[src/rtl/pe_net_pkg.sv]
// Shared flit layout for the PE network interface: field widths, field
// extraction helpers and the saturating counter step.
package pe_net_pkg;

   localparam int DATA_WIDTH  = 36;
   localparam int ADDR_WIDTH  = 4;
   localparam int PW          = DATA_WIDTH - ADDR_WIDTH;
   localparam int COUNT_WIDTH = 16;

   localparam logic [COUNT_WIDTH-1:0] COUNT_MAX = '1;

   function automatic logic [ADDR_WIDTH-1:0] flit_dest(input logic [DATA_WIDTH-1:0] flit);
      return flit[DATA_WIDTH-1 -: ADDR_WIDTH];
   endfunction

   function automatic logic [PW-1:0] flit_payload(input logic [DATA_WIDTH-1:0] flit);
      return flit[PW-1:0];
   endfunction

   // Counters stick at all-ones instead of wrapping back to zero.
   function automatic logic [COUNT_WIDTH-1:0] sat_inc(input logic [COUNT_WIDTH-1:0] value,
                                                      input logic                   enable);
      return (enable && (value != COUNT_MAX)) ? value + 1'b1 : value;
   endfunction

endpackage

[src/rtl/pe_net_fifo.sv]
// Synchronous FIFO with wrap-bit pointers; the head reads as zero when empty
// and a full FIFO never accepts a push, even alongside a pop.
module pe_net_fifo #(
   parameter int Width = 32,
   parameter int Depth = 4
) (
   input  logic             i_clk,
   input  logic             i_reset,
   input  logic             i_push_valid,
   input  logic [Width-1:0] i_push_data,
   input  logic             i_pop_ready,
   output logic [Width-1:0] o_head,
   output logic             o_full,
   output logic             o_empty
);

   localparam int IW   = $clog2(Depth);
   localparam int PTRW = IW + 1;

   logic [PTRW-1:0]  wr_ptr_q, wr_ptr_d;
   logic [PTRW-1:0]  rd_ptr_q, rd_ptr_d;
   logic [Width-1:0] mem_q [Depth];
   logic             push;
   logic             pop;

   // Same index with differing wrap bits means the writer has lapped the reader.
   always_comb begin
      o_full  = (wr_ptr_q[PTRW-1] != rd_ptr_q[PTRW-1]) &&
                (wr_ptr_q[IW-1:0] == rd_ptr_q[IW-1:0]);
      o_empty = (wr_ptr_q == rd_ptr_q);
      o_head  = o_empty ? '0 : mem_q[rd_ptr_q[IW-1:0]];
      push    = i_push_valid && !o_full;
      pop     = i_pop_ready && !o_empty;
      wr_ptr_d = push ? wr_ptr_q + 1'b1 : wr_ptr_q;
      rd_ptr_d = pop  ? rd_ptr_q + 1'b1 : rd_ptr_q;
   end

   always_ff @(posedge i_clk or negedge i_reset) begin
      if (!i_reset) begin
         wr_ptr_q <= '0;
         rd_ptr_q <= '0;
      end else begin
         wr_ptr_q <= wr_ptr_d;
         rd_ptr_q <= rd_ptr_d;
      end
   end

   always_ff @(posedge i_clk) begin
      if (push) begin
         mem_q[wr_ptr_q[IW-1:0]] <= i_push_data;
      end
   end

endmodule

[src/rtl/pe_net_if.sv]
// Network endpoint for one PE: packs PE sends into flits for the leaf switch,
// and unpacks flits addressed to this PE while dropping and counting the rest.
module pe_net_if
   import pe_net_pkg::*;
#(
   parameter int                   DataWidth = DATA_WIDTH,
   parameter int                   AddrWidth = ADDR_WIDTH,
   parameter logic [AddrWidth-1:0] MyAddr    = '0,
   parameter int                   TxDepth   = 4,
   parameter int                   RxDepth   = 4,
   localparam int                  PayloadWidth = DataWidth - AddrWidth
) (
   input  logic                    i_clk,
   input  logic                    i_reset,
   input  logic [AddrWidth-1:0]    i_pe_dest,
   input  logic [PayloadWidth-1:0] i_pe_payload,
   input  logic                    i_pe_valid,
   output logic                    o_pe_ready,
   output logic [DataWidth-1:0]    o_data,
   output logic                    o_data_valid,
   input  logic                    i_data_ready,
   input  logic [DataWidth-1:0]    i_data,
   input  logic                    i_data_valid,
   output logic                    o_data_ready,
   output logic [PayloadWidth-1:0] o_pe_rx_payload,
   output logic                    o_pe_rx_valid,
   input  logic                    i_pe_rx_ready,
   output logic [15:0]             o_tx_count,
   output logic [15:0]             o_rx_count,
   output logic [15:0]             o_misroute_count
);

   logic                    alive_q, alive_d;
   logic [COUNT_WIDTH-1:0]  tx_count_q, tx_count_d;
   logic [COUNT_WIDTH-1:0]  rx_count_q, rx_count_d;
   logic [COUNT_WIDTH-1:0]  misroute_count_q, misroute_count_d;

   logic                    tx_full, tx_empty;
   logic                    rx_full, rx_empty;
   logic [DataWidth-1:0]    tx_head;
   logic [PayloadWidth-1:0] rx_head;
   logic [AddrWidth-1:0]    rx_dest;
   logic [PayloadWidth-1:0] rx_payload;

   logic                    tx_push, tx_fire;
   logic                    rx_accept, rx_push, rx_misroute, rx_fire;

   // The package helpers only fit the default flit layout; other sizes slice directly.
   if (DataWidth == DATA_WIDTH && AddrWidth == ADDR_WIDTH) begin : g_pkg_fields
      always_comb begin
         rx_dest    = flit_dest(i_data);
         rx_payload = flit_payload(i_data);
      end
   end else begin : g_param_fields
      always_comb begin
         rx_dest    = i_data[DataWidth-1 -: AddrWidth];
         rx_payload = i_data[PayloadWidth-1:0];
      end
   end

   always_comb begin
      o_pe_ready      = alive_q && !tx_full;
      tx_push         = i_pe_valid && o_pe_ready;
      o_data_valid    = !tx_empty;
      o_data          = tx_head;
      tx_fire         = o_data_valid && i_data_ready;

      // Misrouted flits are still accepted so a stray flit cannot stall the switch.
      o_data_ready    = alive_q && !rx_full;
      rx_accept       = i_data_valid && o_data_ready;
      rx_push         = rx_accept && (rx_dest == MyAddr);
      rx_misroute     = rx_accept && (rx_dest != MyAddr);
      o_pe_rx_valid   = !rx_empty;
      o_pe_rx_payload = rx_head;
      rx_fire         = o_pe_rx_valid && i_pe_rx_ready;
   end

   always_comb begin
      alive_d          = 1'b1;
      tx_count_d       = sat_inc(tx_count_q, tx_fire);
      rx_count_d       = sat_inc(rx_count_q, rx_fire);
      misroute_count_d = sat_inc(misroute_count_q, rx_misroute);
   end

   always_ff @(posedge i_clk or negedge i_reset) begin
      if (!i_reset) begin
         alive_q          <= 1'b0;
         tx_count_q       <= '0;
         rx_count_q       <= '0;
         misroute_count_q <= '0;
      end else begin
         alive_q          <= alive_d;
         tx_count_q       <= tx_count_d;
         rx_count_q       <= rx_count_d;
         misroute_count_q <= misroute_count_d;
      end
   end

   assign o_tx_count       = tx_count_q;
   assign o_rx_count       = rx_count_q;
   assign o_misroute_count = misroute_count_q;

   pe_net_fifo #(
      .Width (DataWidth),
      .Depth (TxDepth)
   ) u_tx_fifo (
      .i_clk        (i_clk),
      .i_reset      (i_reset),
      .i_push_valid (tx_push),
      .i_push_data  ({i_pe_dest, i_pe_payload}),
      .i_pop_ready  (i_data_ready),
      .o_head       (tx_head),
      .o_full       (tx_full),
      .o_empty      (tx_empty)
   );

   pe_net_fifo #(
      .Width (PayloadWidth),
      .Depth (RxDepth)
   ) u_rx_fifo (
      .i_clk        (i_clk),
      .i_reset      (i_reset),
      .i_push_valid (rx_push),
      .i_push_data  (rx_payload),
      .i_pop_ready  (i_pe_rx_ready),
      .o_head       (rx_head),
      .o_full       (rx_full),
      .o_empty      (rx_empty)
   );

endmodule
[config.mk]
export PLATFORM = sky130hd
export DESIGN_NAME = pe_net_if
export DESIGN_NICKNAME = d
export VERILOG_FILES = /design/src/rtl/pe_net_pkg.sv /design/src/rtl/pe_net_fifo.sv /design/src/rtl/pe_net_if.sv
export SDC_FILE = /design/constraint.sdc
export NUM_CORES = 1
export LEC_CHECK = 0
export ABC_AREA = 1
export CORE_MARGIN = 4
export CORE_UTILIZATION = 35
export CTS_CLUSTER_DIAMETER = 150
export DETAILED_ROUTE_END_ITERATION = 16
export MAX_ROUTING_LAYER = met4
export PLACE_DENSITY = 0.61
export SYNTH_ARGS = -nofsm -noshare
export SYNTH_HDL_FRONTEND = slang
export SYNTH_SLANG_ARGS = --single-unit
[constraint.sdc]
create_clock -name i_clk -period 7.7 [get_ports i_clk]
set_input_delay 0.77 -clock i_clk [delete_from_list [all_inputs] [get_ports i_clk]]
set_output_delay 0.77 -clock i_clk [all_outputs]
set_load 0.03 [all_outputs]
==> results of run 1 <==
## cell families after synthesis
kind of cell               after synthesis  share of synthesized area, %
and+or+nand+nor                        555                          15.9
DFF                                    333                          67.1
buffers and inverters                  205                          5.56
AOI/OAI and AO/OA                      196                          8.28
xor gates and xnor gates                33                          2.05
adders and majority gates               13                          1.13
other                                    1                        0.0260
## sequential cells by signal, summed over array words and instances, names as in the netlist
register	count
u_tx_fifo.mem_q	144
u_rx_fifo.mem_q	128
o_misroute_count	16
o_rx_count	16
o_tx_count	16
u_rx_fifo.rd_ptr_q	3
u_rx_fifo.wr_ptr_q	3
u_tx_fifo.rd_ptr_q	3
u_tx_fifo.wr_ptr_q	3
alive_q	1
## final timing paths
path                                        from                    end  cells after the start
min in group i_clk         u_rx_fifo.rd_ptr_q[2]  u_rx_fifo.rd_ptr_q[2]                      1
min reg2reg                u_rx_fifo.rd_ptr_q[2]  u_rx_fifo.rd_ptr_q[2]                      1
max                        u_rx_fifo.rd_ptr_q[0]    o_pe_rx_payload[19]                      7
min                                      i_reset          o_rx_count[9]                      2
max reg2reg                u_rx_fifo.rd_ptr_q[0]         o_rx_count[14]                     10
max in group asynchronous                i_reset  u_tx_fifo.rd_ptr_q[0]                      2
## routing by layer
layer  vias to the layer above  GRT usage, %  routed length (µm)
met2                       223          25.0               16400
met5                         -             -                   0
li1                       4910             -                   -
met1                      4797          18.7               14400
met3                        52          2.63                1560
met4                         0          4.76                 684
## cell type report
type | instances | area, µm² | share of cell area [%]
Sequential cell | 333 | 9700 | 53.3
Multi-Input combinational cell | 798 | 3990 | 21.9
Timing Repair Buffer | 213 | 2090 | 11.5
Clock buffer | 51 | 1000 | 5.49
Tap cell | 532 | 666 | 3.66
Inverter | 148 | 556 | 3.05
Clock inverter | 16 | 204 | 1.12
## metrics by stage
| stage | cells | power (mW) | utilization (%) | area [µm²] | worst slack (ns) |
|---|---|---|---|---|---|
| 6_report | 2091 | 6.98 | 44.6 | 18200 | 3.37 |
| 3_5_place_dp | 2024 | 5.31 | 41.6 | 17000 | 3.79 |
| 5_1_grt | 2091 | 7.39 | 44.6 | 18200 | 2.91 |
| 4_1_cts | 2091 | 7.09 | 44.6 | 18200 | 3.19 |
| 3_3_place_gp | 2024 | 5.28 | 41.6 | 17000 | 3.98 |
| 2_1_floorplan | 1336 | 4.13 | - | 14400 | 4.62 |
## worst max-delay path, delay by kind of cell, from the launching register on
| family | cells | cell delay [ns] |
|---|---|---|
| flip-flops | 1 | 0.40 |
| AND/OR/NAND/NOR | 4 | 1.14 |
| buffers and inverters | 3 | 1.47 |
## report_power, final
| part | switching (mW) | leakage, nW | internal [mW] |
|---|---|---|---|
| sequential | 0.0882 | 3.18 | 2.11 |
| combinational | 1.96 | 3.39 | 1.07 |
| clock | 0.700 | 0.574 | 1.05 |
## layout by cell type (no fill, tap or decap), drive strengths merged
cell / synthesis / layout
and2: 1 / 1
buf: 18 / 17
bufinv: 0 / 4
clkbuf: 39 / 51
clkdlybuf4s50: 0 / 196
clkinv: 0 / 9
clkinvlp: 0 / 2
conb: 1 / 1
dfrtp: 61 / 61
edfxtp: 272 / 272
ha: 13 / 13
inv: 148 / 149
nand2: 267 / 267
nand3: 45 / 45
nand3b: 1 / 1
nand4: 10 / 10
nor2: 219 / 219
nor2b: 1 / 1
nor3: 10 / 10
nor3b: 1 / 1
o21ai: 112 / 112
o21bai: 16 / 16
o22ai: 32 / 32
o32ai: 36 / 36
xnor2: 15 / 15
xor2: 18 / 18
==> flow_summary.ini, run 1 <==
[outcome]
status = finished, final reports clean

[floorplan]
die_y_um = 211
start_util_pct = 35.4
die_area_um2 = 44600
core_area_um2 = 40800
fp-row-count = 74
ios = 198
chipWidth_um = 211

[clocking]
post_cts_resize_count = 0
cts.sinks = 333
cts_setup_buffers = 0
h-tree-depth = 2
cts.clk_slew.worst_paths_ns = 0.06
clk_latency_ns = 0.54
cts_tree = done
hold_buffers = 0
cts_buffers = 38
cts_root_buffer = clkbuf_16
cts_buffer_depth = 3

[setup_path]
crit_chain = inv_1 > nand2_1 > nand2_1 > nand3_2 > nand2_1 > inv_1 > clkdlybuf4s50_1
critPathCaptureType = output port
path_class = register to output port
cp.required_ns = 6.93
timing.critical_path.arrival_ns = 3.56
critPathLaunchType = register
cp_max_fo = 38
path_common_cell = nand2_1
cp_slowest_stage_delay_ns = 0.82
r2r_slack_ns = 4.54
slowest_stage = inv_1

[route]
via_per_inst = 4.77
vias = 9982
drc_errors = 0
antenna_left = 0
drt-pass1-iter-count = 5
drt_wl_total_um = 33000
initialDrtViolationCount = 561
wire_per_inst_um = 15.8

[sta]
grt_setup_unrepaired = no
period_minus_slack_ns = 4.33
setup_tns_ns = 0
maxSlewViolCount = 0
holdWs_ns = 0.400
worst_pin_slew_ns = 1.15
finalHoldViolCount = 0
period_share_pct = 56.2
finClkSkew_ns = 0.0169
fmax_mhz = 231
relSlewSlack_pct = 23.0
finalSetupViolations = 0

[synthesis]
synthCells = 1336
ys_seq_area_share_pct = 67.1
netlist_area_um2 = 14400
ys_async_sr_fraction_pct = 18.3
synthTopCellsByCount = edfxtp_1, nand2_1, nor2_1, inv_1, o21ai_0
yosys_warnings = 0
synthTopCellsByArea = edfxtp_1, dfrtp_1, nand2_1
yosysTopAreaCellShare_pct = 56.5
synth.largest_area_cell = edfxtp_1
synth-edff-count = 272
ys_types = 34
avgSynthCellArea_um2 = 10.8
synth_seq_cells = 333
synth_flop_cell = edfxtp_1
synth_most_common_cell = edfxtp_1
syn_nets = 1427

[cells_and_area]
num_antenna_cells = 0
syn2layout_area_growth_pct = 26.0
fin_nets = 1623
drive_above_1_share_pct = 6.61
nFillCells = 3766

[grt]
grt_pass1_wl_um = 52400
track_usage_pct = 15.0
grt-ovfl-total = 0
grt_max_degree = 76
antenna_found_initial = 0
first_global_vias = 9975

[power]
ir_drop_mv = 0.280
static-leakage-power_nw = 7.15
power.density_nw_per_um2 = 383

[placement]
gp_congestion = 0.832
dp_hpwl_um = 19800
port_buffers = 197

[hold_path]
min_path_type = primary input to asynchronous set/reset pin

[job]
drv_cap = 0
No activity file was read; power rests on OpenSTA's default activity.
==> run 2, diff against run 1 <==
--- a/config.mk
+++ b/config.mk
@@ -11,7 +11,7 @@
 export CTS_CLUSTER_DIAMETER = 150
 export DETAILED_ROUTE_END_ITERATION = 16
 export MAX_ROUTING_LAYER = met4
-export PLACE_DENSITY = 0.61
+export PLACE_DENSITY = 0.63
 export SYNTH_ARGS = -nofsm -noshare
 export SYNTH_HDL_FRONTEND = slang
 export SYNTH_SLANG_ARGS = --single-unit
==> constraint.sdc (replaced) <==
create_clock -name i_clk -period 3.8 [get_ports i_clk]
set_input_delay 0.38 -clock i_clk [delete_from_list [all_inputs] [get_ports i_clk]]
set_output_delay 0.38 -clock i_clk [all_outputs]
set_load 0.03 [all_outputs]
==> flow_summary.ini, run 2 (synthesized netlist as in run 1, its figures left out) <==
[clocking]
cts_buffer_depth = 3
clk_latency_ns = 0.56
cts.sinks = 333
cts_buffers = 40
cts_tree = done
cts_setup_buffers = 0
post_cts_resize_count = 0
cts_root_buffer = clkbuf_16
h-tree-depth = 2
cts.clk_slew.worst_paths_ns = 0.06

[floorplan]
core_area_um2 = 40800
start_util_pct = 35.4
ios = 198
fp-row-count = 74
die_area_um2 = 44600
chipWidth_um = 211
die_y_um = 211

[cells_and_area]
regArea_um2 = 9700
largest_reg_flops = 144
drive_above_1_share_pct = 7.78
nFillCells = 3747
fin_area_um2 = 18300
syn2layout_area_growth_pct = 26.9
multi_input_area_um2 = 3990
final_common_cell = edfxtp_1
mostFrequentLayoutCells = edfxtp_1, nand2_1, nor2_1
fin_nets = 1628

[route]
via_per_inst = 4.83
vias = 10154
antenna_left = 0
initialDrtViolationCount = 574
wire_per_inst_um = 15.9
drt_wl_total_um = 33400
drc_errors = 0
drt-pass1-iter-count = 5

[grt]
grt_pass1_wl_um = 53700
grt_max_degree = 74
track_usage_pct = 15.2
first_global_vias = 10127
grt-ovfl-total = 0
antenna_found_initial = 1

[power]
power.density_nw_per_um2 = 782
ir_drop_mv = 0.597
static-leakage-power_nw = 7.23
total_power_mw = 14.3

[setup_path]
critPathCaptureType = output port
crit_family = buffers and inverters
cp_slowest_stage_delay_ns = 0.76
timing.critical_path.arrival_ns = 2.99
crit_buf_inv = 3
cp_max_fo = 42
slowest_stage = dfrtp_2
critPathLaunchType = register
cp.required_ns = 3.42
path_class = register to output port
crit_chain = buf_4 > o21ai_0 > o32ai_1 > nand2_1 > inv_1 > clkdlybuf4s50_1

[sta]
finalHoldViolCount = 0
setup_tns_ns = 0
maxSlewViolCount = 0
grt_setup_unrepaired = no
finalSetupViolations = 0
relSlewSlack_pct = 49.4
period_share_pct = 88.6
finClkSkew_ns = 0.0262
fmax_mhz = 297
period_minus_slack_ns = 3.37
worst_pin_slew_ns = 0.759

[hold_path]
min_path_type = primary input to asynchronous set/reset pin

[placement]
gp_congestion = 0.833
dp_hpwl_um = 20200
port_buffers = 197
place_area_um2 = 17000

[job]
drv_cap = 0

[outcome]
status = finished, final reports clean
==> run 2: repair_timing <==
item / 4_1_cts / 5_1_grt
endpoints found under the setup margin: 0 / 0
hold buffers: 1 / 0
hold endpoints to repair: 30 / 0
==> run 2: stage by stage <==
step	hold WS (ns)	setup WS, ns	utilization [%]	std cells
after detailed placement	0.490	1.00	41.7	2026
after CTS	0.414	0.414	44.9	2101
after global placement	0.490	1.02	41.7	2026
after floorplan	0.0844	0.831	-	1336
after global routing	0.437	0.227	44.9	2102
final	0.438	0.435	44.9	2102
==> run 2: power by group <==
group	internal, mW	switching, mW
Combinational	2.18	3.90
Sequential	4.27	0.262
Clock	2.20	1.52
Total	8.64	5.69
==> run 2: layer usage <==
layer  wire (µm)  vias up  global-route usage, %  part of all wire (%)
li1            -     4930                      -                     -
met1       14700     4950                   19.4                    44
met2       16200      218                   24.4                    49
met3        1540       56                   2.84                   4.6
met4         909        0                   5.77                   2.7
met5           0        -                      -                     0
==> run 2: layout make-up <==
type,instances,share of cell area (%)
Timing Repair Buffer,216,11.5
Antenna cell,1,0.0136
Tap cell,532,3.63
Clock buffer,46,5.69
Clock inverter,28,1.43
Sequential cell,333,52.9
Inverter,148,3.03
Multi-Input combinational cell,798,21.8
==> run 2: worst paths after layout <==
check                                           start                endpoint  slack (ns)  depth (start not counted)
worst max-delay path            u_tx_fifo.rd_ptr_q[1]              o_data[26]        0.43                          6
worst min-delay path                          i_reset          o_rx_count[11]        0.44                          2
worst max register to register  u_tx_fifo.rd_ptr_q[1]  u_tx_fifo.mem_q[3][33]        1.19                          5
worst min register to register  u_rx_fifo.rd_ptr_q[2]   u_rx_fifo.rd_ptr_q[2]        0.49                          1
max in group asynchronous                     i_reset   u_tx_fifo.rd_ptr_q[1]        2.42                          3
min in group i_clk                         i_pe_valid   u_tx_fifo.wr_ptr_q[0]        0.45                          3
